### src/rtl/id_decode_stage_pkg.sv
// Shared encodings and decoded-bundle types for the instruction decode stage.
package id_decode_stage_pkg;

    // Primary opcode field, instr[31:26].
    typedef enum logic [5:0] {
        OP_RTYPE = 6'h00,
        OP_ADDI  = 6'h08,
        OP_SUBI  = 6'h09,
        OP_LLI   = 6'h0A,
        OP_ANDI  = 6'h0C,
        OP_ORI   = 6'h0D,
        OP_XORI  = 6'h0E,
        OP_LUI   = 6'h0F,
        OP_SWR   = 6'h2B
    } opcode_t;

    // R-type function field, instr[5:0].
    typedef enum logic [5:0] {
        FN_SLL = 6'h00,
        FN_SLA = 6'h01,
        FN_SRL = 6'h02,
        FN_SRA = 6'h03,
        FN_ADD = 6'h20,
        FN_SUB = 6'h22,
        FN_AND = 6'h24,
        FN_OR  = 6'h25,
        FN_XOR = 6'h26
    } func_t;

    typedef enum logic [3:0] {
        ALU_ADD = 4'd0,
        ALU_SUB = 4'd1,
        ALU_AND = 4'd2,
        ALU_OR  = 4'd3,
        ALU_XOR = 4'd4,
        ALU_SLL = 4'd5,
        ALU_SRL = 4'd6,
        ALU_SLA = 4'd7,
        ALU_SRA = 4'd8
    } alu_op_t;

    // Everything the ALU/register-file stage needs from one instruction.
    typedef struct packed {
        alu_op_t     alu_op;
        logic [4:0]  rs;
        logic [4:0]  rt;
        logic [4:0]  wdest;
        logic [4:0]  shamt;
        logic [31:0] imm;
        logic        use_imm;
        logic        reg_write;
        logic        mem_write;
        logic        illegal;
    } decoded_t;

    // The all-zero word is the canonical no-operation.
    localparam logic [31:0] NOP_WORD = 32'h0000_0000;

    function automatic logic [31:0] sign_ext16(input logic [15:0] v);
        return {{16{v[15]}}, v};
    endfunction

    function automatic logic [31:0] zero_ext16(input logic [15:0] v);
        return {16'h0000, v};
    endfunction

endpackage

### src/rtl/id_decode_stage_field_decoder.sv
// Purely combinational field split and control decode of one instruction word.
// Illegal words produce no side effects: no write, no store, no source use.
module inst_field_decoder
    import id_decode_stage_pkg::*;
(
    input  logic [31:0] instr,
    output decoded_t    dec,
    output logic        rs_used,
    output logic        rt_used
);

    logic imm_write;

    // Decode opcode/func into the bundle, then apply the illegal and r0 overrides.
    always_comb begin
        dec        = '0;
        dec.alu_op = ALU_ADD;
        dec.rs     = instr[25:21];
        dec.rt     = instr[20:16];
        rs_used    = 1'b0;
        rt_used    = 1'b0;
        imm_write  = 1'b0;

        if (instr != NOP_WORD) begin
            case (instr[31:26])
                OP_RTYPE: begin
                    dec.wdest     = instr[15:11];
                    dec.reg_write = 1'b1;
                    rs_used       = 1'b1;
                    rt_used       = 1'b1;
                    case (instr[5:0])
                        FN_ADD: dec.alu_op = ALU_ADD;
                        FN_SUB: dec.alu_op = ALU_SUB;
                        FN_AND: dec.alu_op = ALU_AND;
                        FN_OR:  dec.alu_op = ALU_OR;
                        FN_XOR: dec.alu_op = ALU_XOR;
                        // Shifts take their amount from sa; the rs field is don't-care.
                        FN_SLL: begin dec.alu_op = ALU_SLL; dec.shamt = instr[10:6]; rs_used = 1'b0; end
                        FN_SRL: begin dec.alu_op = ALU_SRL; dec.shamt = instr[10:6]; rs_used = 1'b0; end
                        FN_SLA: begin dec.alu_op = ALU_SLA; dec.shamt = instr[10:6]; rs_used = 1'b0; end
                        FN_SRA: begin dec.alu_op = ALU_SRA; dec.shamt = instr[10:6]; rs_used = 1'b0; end
                        default: dec.illegal = 1'b1;
                    endcase
                end
                OP_ADDI: begin dec.alu_op = ALU_ADD; dec.imm = sign_ext16(instr[15:0]); rs_used = 1'b1; imm_write = 1'b1; end
                OP_SUBI: begin dec.alu_op = ALU_SUB; dec.imm = sign_ext16(instr[15:0]); rs_used = 1'b1; imm_write = 1'b1; end
                OP_ANDI: begin dec.alu_op = ALU_AND; dec.imm = zero_ext16(instr[15:0]); rs_used = 1'b1; imm_write = 1'b1; end
                OP_ORI:  begin dec.alu_op = ALU_OR;  dec.imm = zero_ext16(instr[15:0]); rs_used = 1'b1; imm_write = 1'b1; end
                OP_XORI: begin dec.alu_op = ALU_XOR; dec.imm = zero_ext16(instr[15:0]); rs_used = 1'b1; imm_write = 1'b1; end
                // LUI/LLI build the whole constant in imm; operand A is not read.
                OP_LUI:  begin dec.alu_op = ALU_ADD; dec.imm = {instr[15:0], 16'h0000}; imm_write = 1'b1; end
                OP_LLI:  begin dec.alu_op = ALU_ADD; dec.imm = zero_ext16(instr[15:0]); imm_write = 1'b1; end
                OP_SWR: begin
                    dec.alu_op    = ALU_ADD;
                    dec.imm       = sign_ext16(instr[15:0]);
                    dec.use_imm   = 1'b1;
                    dec.mem_write = 1'b1;
                    rs_used       = 1'b1;
                    rt_used       = 1'b1;
                end
                default: dec.illegal = 1'b1;
            endcase
        end

        if (imm_write) begin
            dec.use_imm   = 1'b1;
            dec.wdest     = instr[20:16];
            dec.reg_write = 1'b1;
        end

        if (dec.illegal) begin
            dec.wdest     = 5'd0;
            dec.reg_write = 1'b0;
            dec.mem_write = 1'b0;
            rs_used       = 1'b0;
            rt_used       = 1'b0;
        end

        // r0 is never written.
        if (dec.wdest == 5'd0) begin
            dec.reg_write = 1'b0;
        end
    end

endmodule

### src/rtl/id_decode_stage.sv
// Registered decode stage: one bundle register behind a valid/ready handshake,
// a short history of write destinations for RAW flagging, and statistics.
//
// Handshake: an input transfer happens when in_valid && in_ready && !flush;
// an output transfer happens when out_valid && out_ready. in_ready is
// !out_valid || out_ready, so a new word may replace a departing bundle in the
// same cycle. While out_valid && !out_ready the bundle is held unchanged.
module id_decode_stage
    import id_decode_stage_pkg::*;
#(
    parameter int HAZ_DEPTH = 2,
    parameter int CNT_W     = 16
)(
    input  logic             clk,
    input  logic             rst,
    input  logic             in_valid,
    input  logic [31:0]      in_instr,
    output logic             in_ready,
    input  logic             flush,
    output logic             out_valid,
    input  logic             out_ready,
    output alu_op_t          out_alu_op,
    output logic [4:0]       out_rs,
    output logic [4:0]       out_rt,
    output logic [4:0]       out_wdest,
    output logic [4:0]       out_shamt,
    output logic [31:0]      out_imm,
    output logic             out_use_imm,
    output logic             out_reg_write,
    output logic             out_mem_write,
    output logic             out_illegal,
    output logic             out_raw_hazard,
    output logic [CNT_W-1:0] decoded_count,
    output logic [CNT_W-1:0] illegal_count
);

    decoded_t   dec;
    decoded_t   bundle;
    logic       rs_used;
    logic       rt_used;
    logic       hazard;
    logic       raw_q;
    logic       valid_q;
    logic       accept;
    logic [4:0] hist [HAZ_DEPTH];

    inst_field_decoder u_field_decoder (
        .instr   (in_instr),
        .dec     (dec),
        .rs_used (rs_used),
        .rt_used (rt_used)
    );

    assign in_ready = !valid_q || out_ready;
    assign accept   = in_valid && in_ready && !flush;

    // Compare used, non-zero sources against history as it stood before this word.
    always_comb begin
        hazard = 1'b0;
        for (int i = 0; i < HAZ_DEPTH; i++) begin
            if (hist[i] != 5'd0) begin
                if (rs_used && (dec.rs == hist[i])) hazard = 1'b1;
                if (rt_used && (dec.rt == hist[i])) hazard = 1'b1;
            end
        end
    end

    // Bundle register: flush beats accept, accept beats drain.
    always_ff @(posedge clk) begin
        if (rst) begin
            valid_q <= 1'b0;
            bundle  <= '0;
            raw_q   <= 1'b0;
        end else if (flush) begin
            valid_q <= 1'b0;
        end else if (accept) begin
            valid_q <= 1'b1;
            bundle  <= dec;
            raw_q   <= hazard;
        end else if (out_ready) begin
            valid_q <= 1'b0;
        end
    end

    // Destination history: newest in slot 0, shifted on every accepted word.
    always_ff @(posedge clk) begin
        if (rst || flush) begin
            for (int i = 0; i < HAZ_DEPTH; i++) hist[i] <= 5'd0;
        end else if (accept) begin
            hist[0] <= dec.wdest;
            for (int i = 1; i < HAZ_DEPTH; i++) hist[i] <= hist[i-1];
        end
    end

    // Statistics: total count wraps, illegal count sticks at all-ones.
    always_ff @(posedge clk) begin
        if (rst) begin
            decoded_count <= '0;
            illegal_count <= '0;
        end else if (accept) begin
            decoded_count <= decoded_count + CNT_W'(1);
            if (dec.illegal && (illegal_count != '1)) begin
                illegal_count <= illegal_count + CNT_W'(1);
            end
        end
    end

    assign out_valid      = valid_q;
    assign out_alu_op     = bundle.alu_op;
    assign out_rs         = bundle.rs;
    assign out_rt         = bundle.rt;
    assign out_wdest      = bundle.wdest;
    assign out_shamt      = bundle.shamt;
    assign out_imm        = bundle.imm;
    assign out_use_imm    = bundle.use_imm;
    assign out_reg_write  = bundle.reg_write;
    assign out_mem_write  = bundle.mem_write;
    assign out_illegal    = bundle.illegal;
    assign out_raw_hazard = raw_q;

endmodule

### config.mk
export PLATFORM = sky130hd
export DESIGN_NAME = id_decode_stage
export DESIGN_NICKNAME = d
export VERILOG_FILES = /design/src/rtl/id_decode_stage_pkg.sv /design/src/rtl/id_decode_stage_field_decoder.sv /design/src/rtl/id_decode_stage.sv
export SDC_FILE = /design/constraint.sdc
export NUM_CORES = 1
export LEC_CHECK = 0
export ABC_AREA = 0
export CAP_MARGIN = 20
export CORE_UTILIZATION = 45
export CTS_BUF_LIST = sky130_fd_sc_hd__clkbuf_16
export DETAILED_ROUTE_END_ITERATION = 6
export PLACE_DENSITY = 0.7
export SLEW_MARGIN = 10
export SYNTH_ARGS = -nofsm -noshare
export SYNTH_HDL_FRONTEND = slang
export SYNTH_HIERARCHICAL = 1
export SYNTH_SLANG_ARGS = --single-unit
### constraint.sdc
create_clock -name clk -period 4.7 [get_ports clk]
set_input_delay 0.705 -clock clk [delete_from_list [all_inputs] [get_ports clk]]
set_output_delay 0.705 -clock clk [all_outputs]
set_load 0.005 [all_outputs]
==> results_dict.tcl, run 1 <==
set metrics [dict create \
    root_buffer "clkbuf_16" \
    p_leak_nw 2.43 \
    reg2regPathDepth 6 \
    required_ps 4980 \
    core_area_sq_um 11100 \
    clkSlewWorstSetupHoldPaths_ps 70 \
    rsz0062_at_grt "no" \
    cts-resized-gates 0 \
    max-vdd-ir-drop_mv 0.189 \
    antenna_left 0 \
    power.switching_mw 0.455 \
    num_rows 38 \
    drcViolationCount 0 \
    seq_area_frac_synth 0.419 \
    grt_util_met3 0.0735 \
    setup_violations 0 \
    slew_violations 0 \
    post_dp_cell_area_sq_um 6480 \
    cts_made_buffers 9 \
    syn_area_per_cell_sq_um 8.26 \
    finalSetupTns_ps 0 \
    first_pass_iters 4 \
    pwr-share-clk 0.398 \
    fillerInstances 1006 \
    wl_per_cell_microns 16.0 \
    ys.flop_type "dfxtp_1" \
    die_height_microns 110 \
    synthCells 631 \
    fp.dieW_microns 110 \
    grt_pass1_vias 4625 \
    numPlacedInstances 863 \
    initial_core_util 0.470 \
    seq_area_sq_um 2180 \
    h-tree-depth 3 \
    gr-total-overflow 0 \
    via_count 4767 \
    min_path_cells 2 \
    p_seq_frac 0.502 \
    ios 132 \
    clock_skew_ps 6.64 \
    yosys-top-cells-area "dfxtp_1 36%, nand2_1 10%, a21oi_1 6.5%" \
    final_cells 880 \
    dp_slack_ps 929 \
    finalHoldViolCount 0 \
    cts_setup_buffers 0 \
    grt-busiest-layer "met2" \
    drt-initial-drc-count 244 \
    grt_max_degree 54 \
    hold_path_class "register to register" \
    cts.hold.buffers_added 0 \
    switching_share 0.248 \
    period_share 0.735 \
    synth_commonest_cells "140 x nand2_1, 94 x dfxtp_1, 68 x a21oi_1" \
    worstSkewPairLatency_ps 350 \
    grt_use_total 0.244 \
    antenna_found_initial 0 \
    antennaDiodeCount 0 \
    crit_path_start_kind "input pin" \
    yosysUniqueCellTypes 60 \
    end_kind "register" \
    ys_async_sr_fraction 0 \
    grt_pass1_wl_mm 22.7 \
    max_freq_mhz 290 \
    setup_slack_ps 1250 \
    yosysTopAreaCell "dfxtp_1" \
    status "finished clean" \
    post-route-min-period_ps 3450 \
    cts_tree "built" \
    combPwrFrac 0.100 \
    synth_edf_count 10 \
    cts.sinks 104 \
    die_area_sq_um 12000 \
    gp_congestion 0.845 \
    wl_mm 14.1 \
    met2_usage 0.423 \
    met1_usage 0.289 \
    synth_top_area_frac 0.361 \
    power.total_mw 1.84 \
    fin_area_sq_um 6780 \
    drive_above_1_share 0.0622 \
    crit_fanout 17 \
    worst_pin_slew_ps 642 \
    p_int_mw 1.38 \
    clockBufferDepth 2 \
    yosys_warnings 6 \
    port_buffers 131 \
    powerDensity_nw_per_um2 271 \
    slew_headroom 0.571 \
    cp.arrival_ps 3730 \
    crit_type "input pin to register" \
    drv_cap 0 \
    area_growth_pct 30.1 \
    fin_nets 774 \
    synthesis.area_sq_um 5210 \
    synth_seq_cells 104 \
    dp_hpwl_mm 10.1 \
    synth_nets 670 \
    multi_input_area_sq_um 2730 \
    vias_per_cell 5.42 \
    yosysMostFrequentCell "nand2_1" \
]
-- logic make-up (layout without fill, tap and decap cells) --
logic type / count (synthesis) / after routing / share of synthesized area
AND/OR/NAND/NOR: 297 / 297 / 0.285
AO/OA/AOI/OAI: 126 / 126 / 0.153
flip-flops: 104 / 104 / 0.419
buffers and inverters: 55 / 164 / 0.0588
XOR/XNOR: 44 / 44 / 0.0739
multiplexers: 3 / 3 / 0.00600
adder cells (fa/ha/maj): 2 / 2 / 0.00480
-- area by class of cell --
| cell class | count | share of cell area |
|---|---|---|
| clock buffers | 10 | 0.0369 |
| multi-input cells | 472 | 0.403 |
| well taps | 140 | 0.0258 |
| flip-flops and latches | 104 | 0.322 |
| clock inverters | 6 | 0.00609 |
| inverters | 9 | 0.00498 |
| repair buffers | 139 | 0.202 |
-- per-layer routing --
layer | wire length (microns) | vias to the layer above
met5 | 0 | -
met4 | 200 | 0
met3 | 1040 | 12
met2 | 6940 | 129
met1 | 5930 | 2267
li1 | - | 2359
-- worst paths after layout --
| check | endpoint | slack, ps | startpoint |
|---|---|---|---|
| worst max-delay path | illegal_count[15] | 1250 | in_instr[27] |
| worst min-delay path | out_imm[23] | 460 | out_imm[23] |
| worst max register to register | illegal_count[9] | 2610 | illegal_count[0] |
| worst min register to register | out_imm[23] | 460 | out_imm[23] |
-- per-stage QoR --
step	utilization	hold slack [ps]
after CTS	0.611	457
after global placement	0.585	444
after global routing	0.612	478
after detailed placement	0.585	447
final	0.612	456
after floorplan	-	453
-- placed cells by master (no fill, tap or decap), types with 12 or more instances in the layout --
master	n
clkdlybuf4s50_1	130
nand2_1	140
xnor2_1	32
nor3_1	12
a21oi_1	68
and2_1	28
xor2_1	12
nor2_1	38
a21o_1	17
dfxtp_1	94
nand4_1	15
-- critical path, cell delays in order --
cell	delay [ps]
clkdlybuf4s50_1	530
or4_4	600
nor3_4	110
buf_4	210
o21a_1	320
or2_1	230
and4_1	340
nand4_2	170
or3_1	340
a21oi_1	160
-- flip-flops by register name, indices dropped and copies added (netlist names) --
name,cells
decoded_count,16
out_use_imm,1
illegal_count,16
out_shamt,5
hist,10
out_raw_hazard,1
out_valid,1
out_alu_op,4
out_rt,5
out_reg_write,1
out_rs,5
out_imm,32
out_illegal,1
out_wdest,5
out_mem_write,1
-- power groups by stage --
stage	logic, mW	registers (mW)	clock network [mW]
2_1_floorplan	0.103	0.940	0
5_1_grt	0.200	0.922	0.778
6_report	0.184	0.921	0.731
4_1_cts	0.185	0.921	0.745
3_5_place_dp	0.184	0.941	0
3_3_place_gp	0.181	0.940	0
Note: power is estimated with default switching activity, not from simulation.
==> run 2: changes to the inputs <==
==> constraint.sdc (replaced) <==
create_clock -name clk -period 3.5 [get_ports clk]
set_input_delay 0.525 -clock clk [delete_from_list [all_inputs] [get_ports clk]]
set_output_delay 0.525 -clock clk [all_outputs]
set_load 0.005 [all_outputs]
==> run 2 against run 1 <==
Against the previous run: final area rose by 1.4%; flip-flop and latch count unchanged; clock skew barely moved; worst hold slack barely moved; register-to-register slack lost 1200 ps; global-route usage shrank 0.21 points; sequential share of layout area is 0.44 points lower; worst setup slack got worse by 580 ps; wire length is 0.85% lower; largest power group unchanged; highest routed layer unchanged.
==> results_dict.tcl, run 2 (synthesis results as in run 1) <==
set metrics [dict create \
    status "finished clean" \
    finalHoldViolCount 0 \
    setup_violations 0 \
    min_path_cells 2 \
    die_area_sq_um 12000 \
    antennaDiodeCount 0 \
    post-route-min-period_ps 2830 \
    h-tree-depth 3 \
    crit_fanout 8 \
    cts_tree "built" \
    fp.dieW_microns 110 \
    cts_made_buffers 9 \
    num_rows 38 \
    rsz0062_at_grt "no" \
    pwr-share-clk 0.441 \
    p_seq_frac 0.464 \
    first_pass_iters 6 \
    hold_path_class "register to register" \
    crit_path_start_kind "input pin" \
    power.switching_mw 0.594 \
    gp_congestion 0.835 \
    period_share 0.809 \
    drv_cap 0 \
    core_area_sq_um 11100 \
    worstReg2RegEnd "illegal_count[9]" \
    antenna_found_initial 0 \
    end_kind "register" \
    via_count 4796 \
    post_dp_cell_area_sq_um 6520 \
    final_common_cell "nand2_1" \
    largest_register_ffs 32 \
    crit_type "input pin to register" \
    wl_mm 14.0 \
    cts.sinks 104 \
    powerDensity_nw_per_um2 388 \
    power.total_mw 2.66 \
    drive_above_1_share 0.0635 \
    numPlacedInstances 865 \
    ios 132 \
    combPwrFrac 0.094 \
    cp.arrival_ps 3110 \
    die_height_microns 110 \
    cpMaxStageDelayCell "or4_4" \
    slew_violations 0 \
    worstSkewPairLatency_ps 350 \
    final_cell_mix "140 x nand2_1, 130 x clkdlybuf4s50_1, 94 x dfxtp_1" \
    root_buffer "clkbuf_16" \
    rr_startpoint "illegal_count[1]" \
    finalSetupTns_ps 0 \
    clockBufferDepth 2 \
    crit_start "in_instr[27]" \
    antenna_left 0 \
    grt_max_degree 75 \
    grt_use_total 0.242 \
    initial_core_util 0.470 \
    p_int_mw 2.07 \
    grt_pass1_vias 4660 \
    slew_headroom 0.588 \
    cts-resized-gates 0 \
    fin_nets 775 \
    worstSetupEndpoint "illegal_count[15]" \
    p_leak_nw 2.48 \
    ff2ff_setup_slack_ps 1390 \
    gr-total-overflow 0 \
    required_ps 3770 \
    max-vdd-ir-drop_mv 0.333 \
    cts.hold.buffers_added 0 \
    max_stage_delay_ps 590 \
    cts_setup_buffers 0 \
    wl_per_cell_microns 15.9 \
    worst_pin_slew_ps 619 \
    vias_per_cell 5.45 \
    clkSlewWorstSetupHoldPaths_ps 70 \
    drt-initial-drc-count 323 \
    clock_skew_ps 6.30 \
    drcViolationCount 0 \
    grt_pass1_wl_mm 22.6 \
    cp_cell_sequence "clkdlybuf4s50_1 > or4_4 > nor3_4 > o21a_1 > or2_1 > and4_1 > nand4_2 > or3_1 > a21oi_1" \
    reg2regPathDepth 6 \
    fin_area_sq_um 6870 \
    switching_share 0.223 \
    max_freq_mhz 353 \
    area_growth_pct 31.9 \
    final_cells 880 \
    dp_hpwl_mm 9.95 \
    port_buffers 131 \
]
run 2: cell types whose count changed in the layout (fill, tap and decap cells not counted), sizes merged:
| cell | delta |
|---|---|
| buf | +1 |
| bufinv | +3 |
| clkinv | -1 |
| clkinvlp | -2 |
| inv | -1 |
run 2: critical path, delay by kind of cell:
family	cells	cell delay [ps]
compound gates	2	310
buf+inv	1	520
simple gates	6	1740
run 2: per-stage QoR:
stage | util | setup WS [ps] | hold WS (ps)
floorplan | - | 853 | 453
global placement | 0.588 | 409 | 442
detailed placement | 0.588 | 338 | 447
CTS | 0.620 | 688 | 458
global route | 0.620 | 556 | 479
finish | 0.620 | 668 | 456
run 2: worst min-delay path by stage:
stage	from	end	slack (ps)
after floorplan	out_alu_op[0]	out_alu_op[0]	450
after global placement	out_shamt[3]	out_shamt[3]	440
after detailed placement	out_imm[20]	out_imm[20]	450
after CTS	out_imm[20]	out_imm[20]	460
after global routing	out_rs[2]	out_rs[2]	480
final	out_imm[20]	out_imm[20]	460
run 2: power groups by stage:
stage | combinational [mW] | sequential, mW | clock [mW]
after detailed placement | 0.250 | 1.26 | 0
final | 0.251 | 1.24 | 1.18
after floorplan | 0.138 | 1.26 | 0
after global routing | 0.273 | 1.24 | 1.25
after CTS | 0.252 | 1.24 | 1.20
after global placement | 0.246 | 1.26 | 0
run 2: cell type report:
cell class,count,area (sq um)
Inverter,9,33.8
Tap cell,140,175
Clock buffer,10,250
Multi-Input combinational cell,472,2730
Sequential cell,104,2180
Timing Repair Buffer,140,1400
Clock inverter,5,103
Fill cell,977,4210
run 2: metal layers:
metal / global-route usage / vias up / share of wire
li1: - / 2357 / -
met1: 0.289 / 2271 / 0.42
met2: 0.425 / 153 / 0.50
met3: 0.0664 / 15 / 0.069
met4: 0.0619 / 0 / 0.012
met5: 0 / - / 0
==> run 3: changes to the inputs <==
--- a/config.mk
+++ b/config.mk
@@ -10,7 +10,7 @@
 export CORE_UTILIZATION = 45
 export CTS_BUF_LIST = sky130_fd_sc_hd__clkbuf_16
 export DETAILED_ROUTE_END_ITERATION = 6
-export PLACE_DENSITY = 0.7
+export PLACE_DENSITY = 0.73
 export SLEW_MARGIN = 10
 export SYNTH_ARGS = -nofsm -noshare
 export SYNTH_HDL_FRONTEND = slang
==> constraint.sdc (replaced) <==
create_clock -name clk -period 2.52 [get_ports clk]
set_input_delay 0.378 -clock clk [delete_from_list [all_inputs] [get_ports clk]]
set_output_delay 0.378 -clock clk [all_outputs]
set_load 0.005 [all_outputs]
==> run 3 against run 2 <==
Against the previous run: final cell count grew 5.0%; critical path depth stayed put; die area unchanged; final area is 4.5% higher; first-iteration DRC count grew 6.5%; clock skew hardly changed; total power is 36% higher; critical path type unchanged; sequential share of layout area fell by 1.4 points.
==> results_dict.tcl, run 3 (synthesis results as in run 1) <==
set metrics [dict create \
    setup_slack_ps 108 \
    drv_cap 0 \
    fin_area_sq_um 7180 \
    rsz0062_at_grt "no" \
    dp_hpwl_mm 11.0 \
    wl_met1_mm 6.02 \
    wl_per_cell_microns 16.2 \
    antenna_found_initial 0 \
    antennaDiodeCount 0 \
    cts_made_buffers 9 \
    worstSkewPairLatency_ps 350 \
    wl_mm 15.0 \
    timing.critical_path.buf_inv 1 \
    vias_per_cell 5.44 \
    powerDensity_nw_per_um2 504 \
    grt_use_total 0.257 \
    finalHoldViolCount 0 \
    cts_tree "built" \
    ios 132 \
    gp_congestion 0.897 \
    root_buffer "clkbuf_16" \
    largest_register_ffs 32 \
    path_delay_family "simple AND/OR/NAND/NOR gates" \
    grt_pass1_vias 5034 \
    worst_pin_slew_ps 626 \
    drive_above_1_share 0.119 \
    clockBufferDepth 2 \
    cp.arrival_ps 2650 \
    crit_type "input pin to register" \
    drt-initial-drc-count 344 \
    cpMaxStageDelayCell "or4_4" \
    via_count 5031 \
    highest_layer "met4" \
    crit_path_start_kind "input pin" \
    required_ps 2750 \
    area_growth_pct 37.8 \
    gr-total-overflow 0 \
    slew_violations 0 \
    met3_length_mm 1.07 \
    setup_violations 0 \
    die_height_microns 110 \
    initial_core_util 0.470 \
    end_kind "register" \
    die_area_sq_um 12000 \
    clkSlewWorstSetupHoldPaths_ps 70 \
    max_freq_mhz 415 \
    grt_max_degree 61 \
    core_area_sq_um 11100 \
    cts.sinks 104 \
    first_pass_iters 5 \
    drcViolationCount 0 \
    max-vdd-ir-drop_mv 0.425 \
    cts_setup_buffers 0 \
    period_share 0.957 \
    p_leak_nw 2.67 \
    crit_fanout 7 \
    max_stage_delay_ps 560 \
    hold_path_class "input pin to register" \
    post-route-min-period_ps 2410 \
    dr_wl_met2_mm 7.54 \
    slew_headroom 0.583 \
    dp_slack_ps -305 \
    port_buffers 131 \
    fp.dieW_microns 110 \
    grt_pass1_wl_mm 23.9 \
    status "finished clean" \
    h-tree-depth 3 \
    antenna_left 0 \
    final_common_cell "nand2_1" \
    post_dp_cell_area_sq_um 6830 \
    final_cell_mix "140 x nand2_1, 130 x clkdlybuf4s50_1, 94 x dfxtp_1" \
    num_rows 38 \
    cp_cell_sequence "clkdlybuf4s50_1 > or4_4 > nor3_4 > o21a_1 > or2_4 > nand4_4 > a21oi_2 > nand3_1 > mux2_1" \
    fin_nets 818 \
    clock_skew_ps 6.77 \
]
-- run 3: cell count changes in the layout (fill, tap and decap cells not counted), moves of 2 or more --
cell,before,now
a211oi_2,1,4
clkinv_1,0,2
inv_6,0,2
buf_4,7,50
a211oi_1,7,4
-- run 3: report_power, final --
group	leakage [nW]	total (mW)	switching [mW]	internal (mW)
clock network	0.152	1.50	0.629	0.871
registers	0.876	1.72	0.0248	1.69
logic	1.64	0.403	0.208	0.195
-- run 3: layout make-up --
type / instances / area, sq um
flip-flops and latches: 104 / 2180
repair buffers: 183 / 1710
multi-input cells: 472 / 2760
fillers: 947 / 3900
inverters: 9 / 33.8
clock inverters: 7 / 92.6
clock buffers: 9 / 225
well taps: 140 / 175
-- run 3: final timing paths --
path,end,slack [ps],cells after the start,start
setup / recovery,illegal_count[9],110,9,in_instr[27]
hold / removal,decoded_count[4],430,2,rst
setup reg to reg,illegal_count[12],610,7,illegal_count[0]
hold reg to reg,out_alu_op[2],460,2,out_alu_op[2]
-- run 3: repair_timing --
action / in CTS / in global routing
setup endpoints to repair: 0 / 8
resized for setup: 0 / 6
hold buffers: 0 / 0
-- run 3: layer usage --
| layer | global-route usage | vias to the layer above |
|---|---|---|
| met1 | 0.288 | 2377 |
| met2 | 0.462 | 182 |
| met3 | 0.0777 | 30 |
| met4 | 0.0876 | 0 |
| met5 | 0 | - |
| li1 | - | 2442 |
-- run 3: worst register-to-register path: stages, from the launching register on --
cell,delay (ps)
dfxtp_1,440
ha_1,240
nand3_2,170
nor3_4,350
buf_4,240
nand4_1,130
mux2i_1,180
nor2_1,50
-- run 3: through the flow --
step / hold WS (ps) / std cells / util / setup TNS, ps / total power, mW
6_report: 433 / 924 / 0.648 / 0 / 3.62
5_1_grt: 440 / 924 / 0.648 / 0 / 3.75
4_1_cts: 422 / 924 / 0.645 / 0 / 3.64
3_5_place_dp: 447 / 908 / 0.616 / -3910 / 2.15
3_3_place_gp: 444 / 908 / 0.616 / -2590 / 2.14
2_1_floorplan: 451 / 631 / - / 0 / 1.94
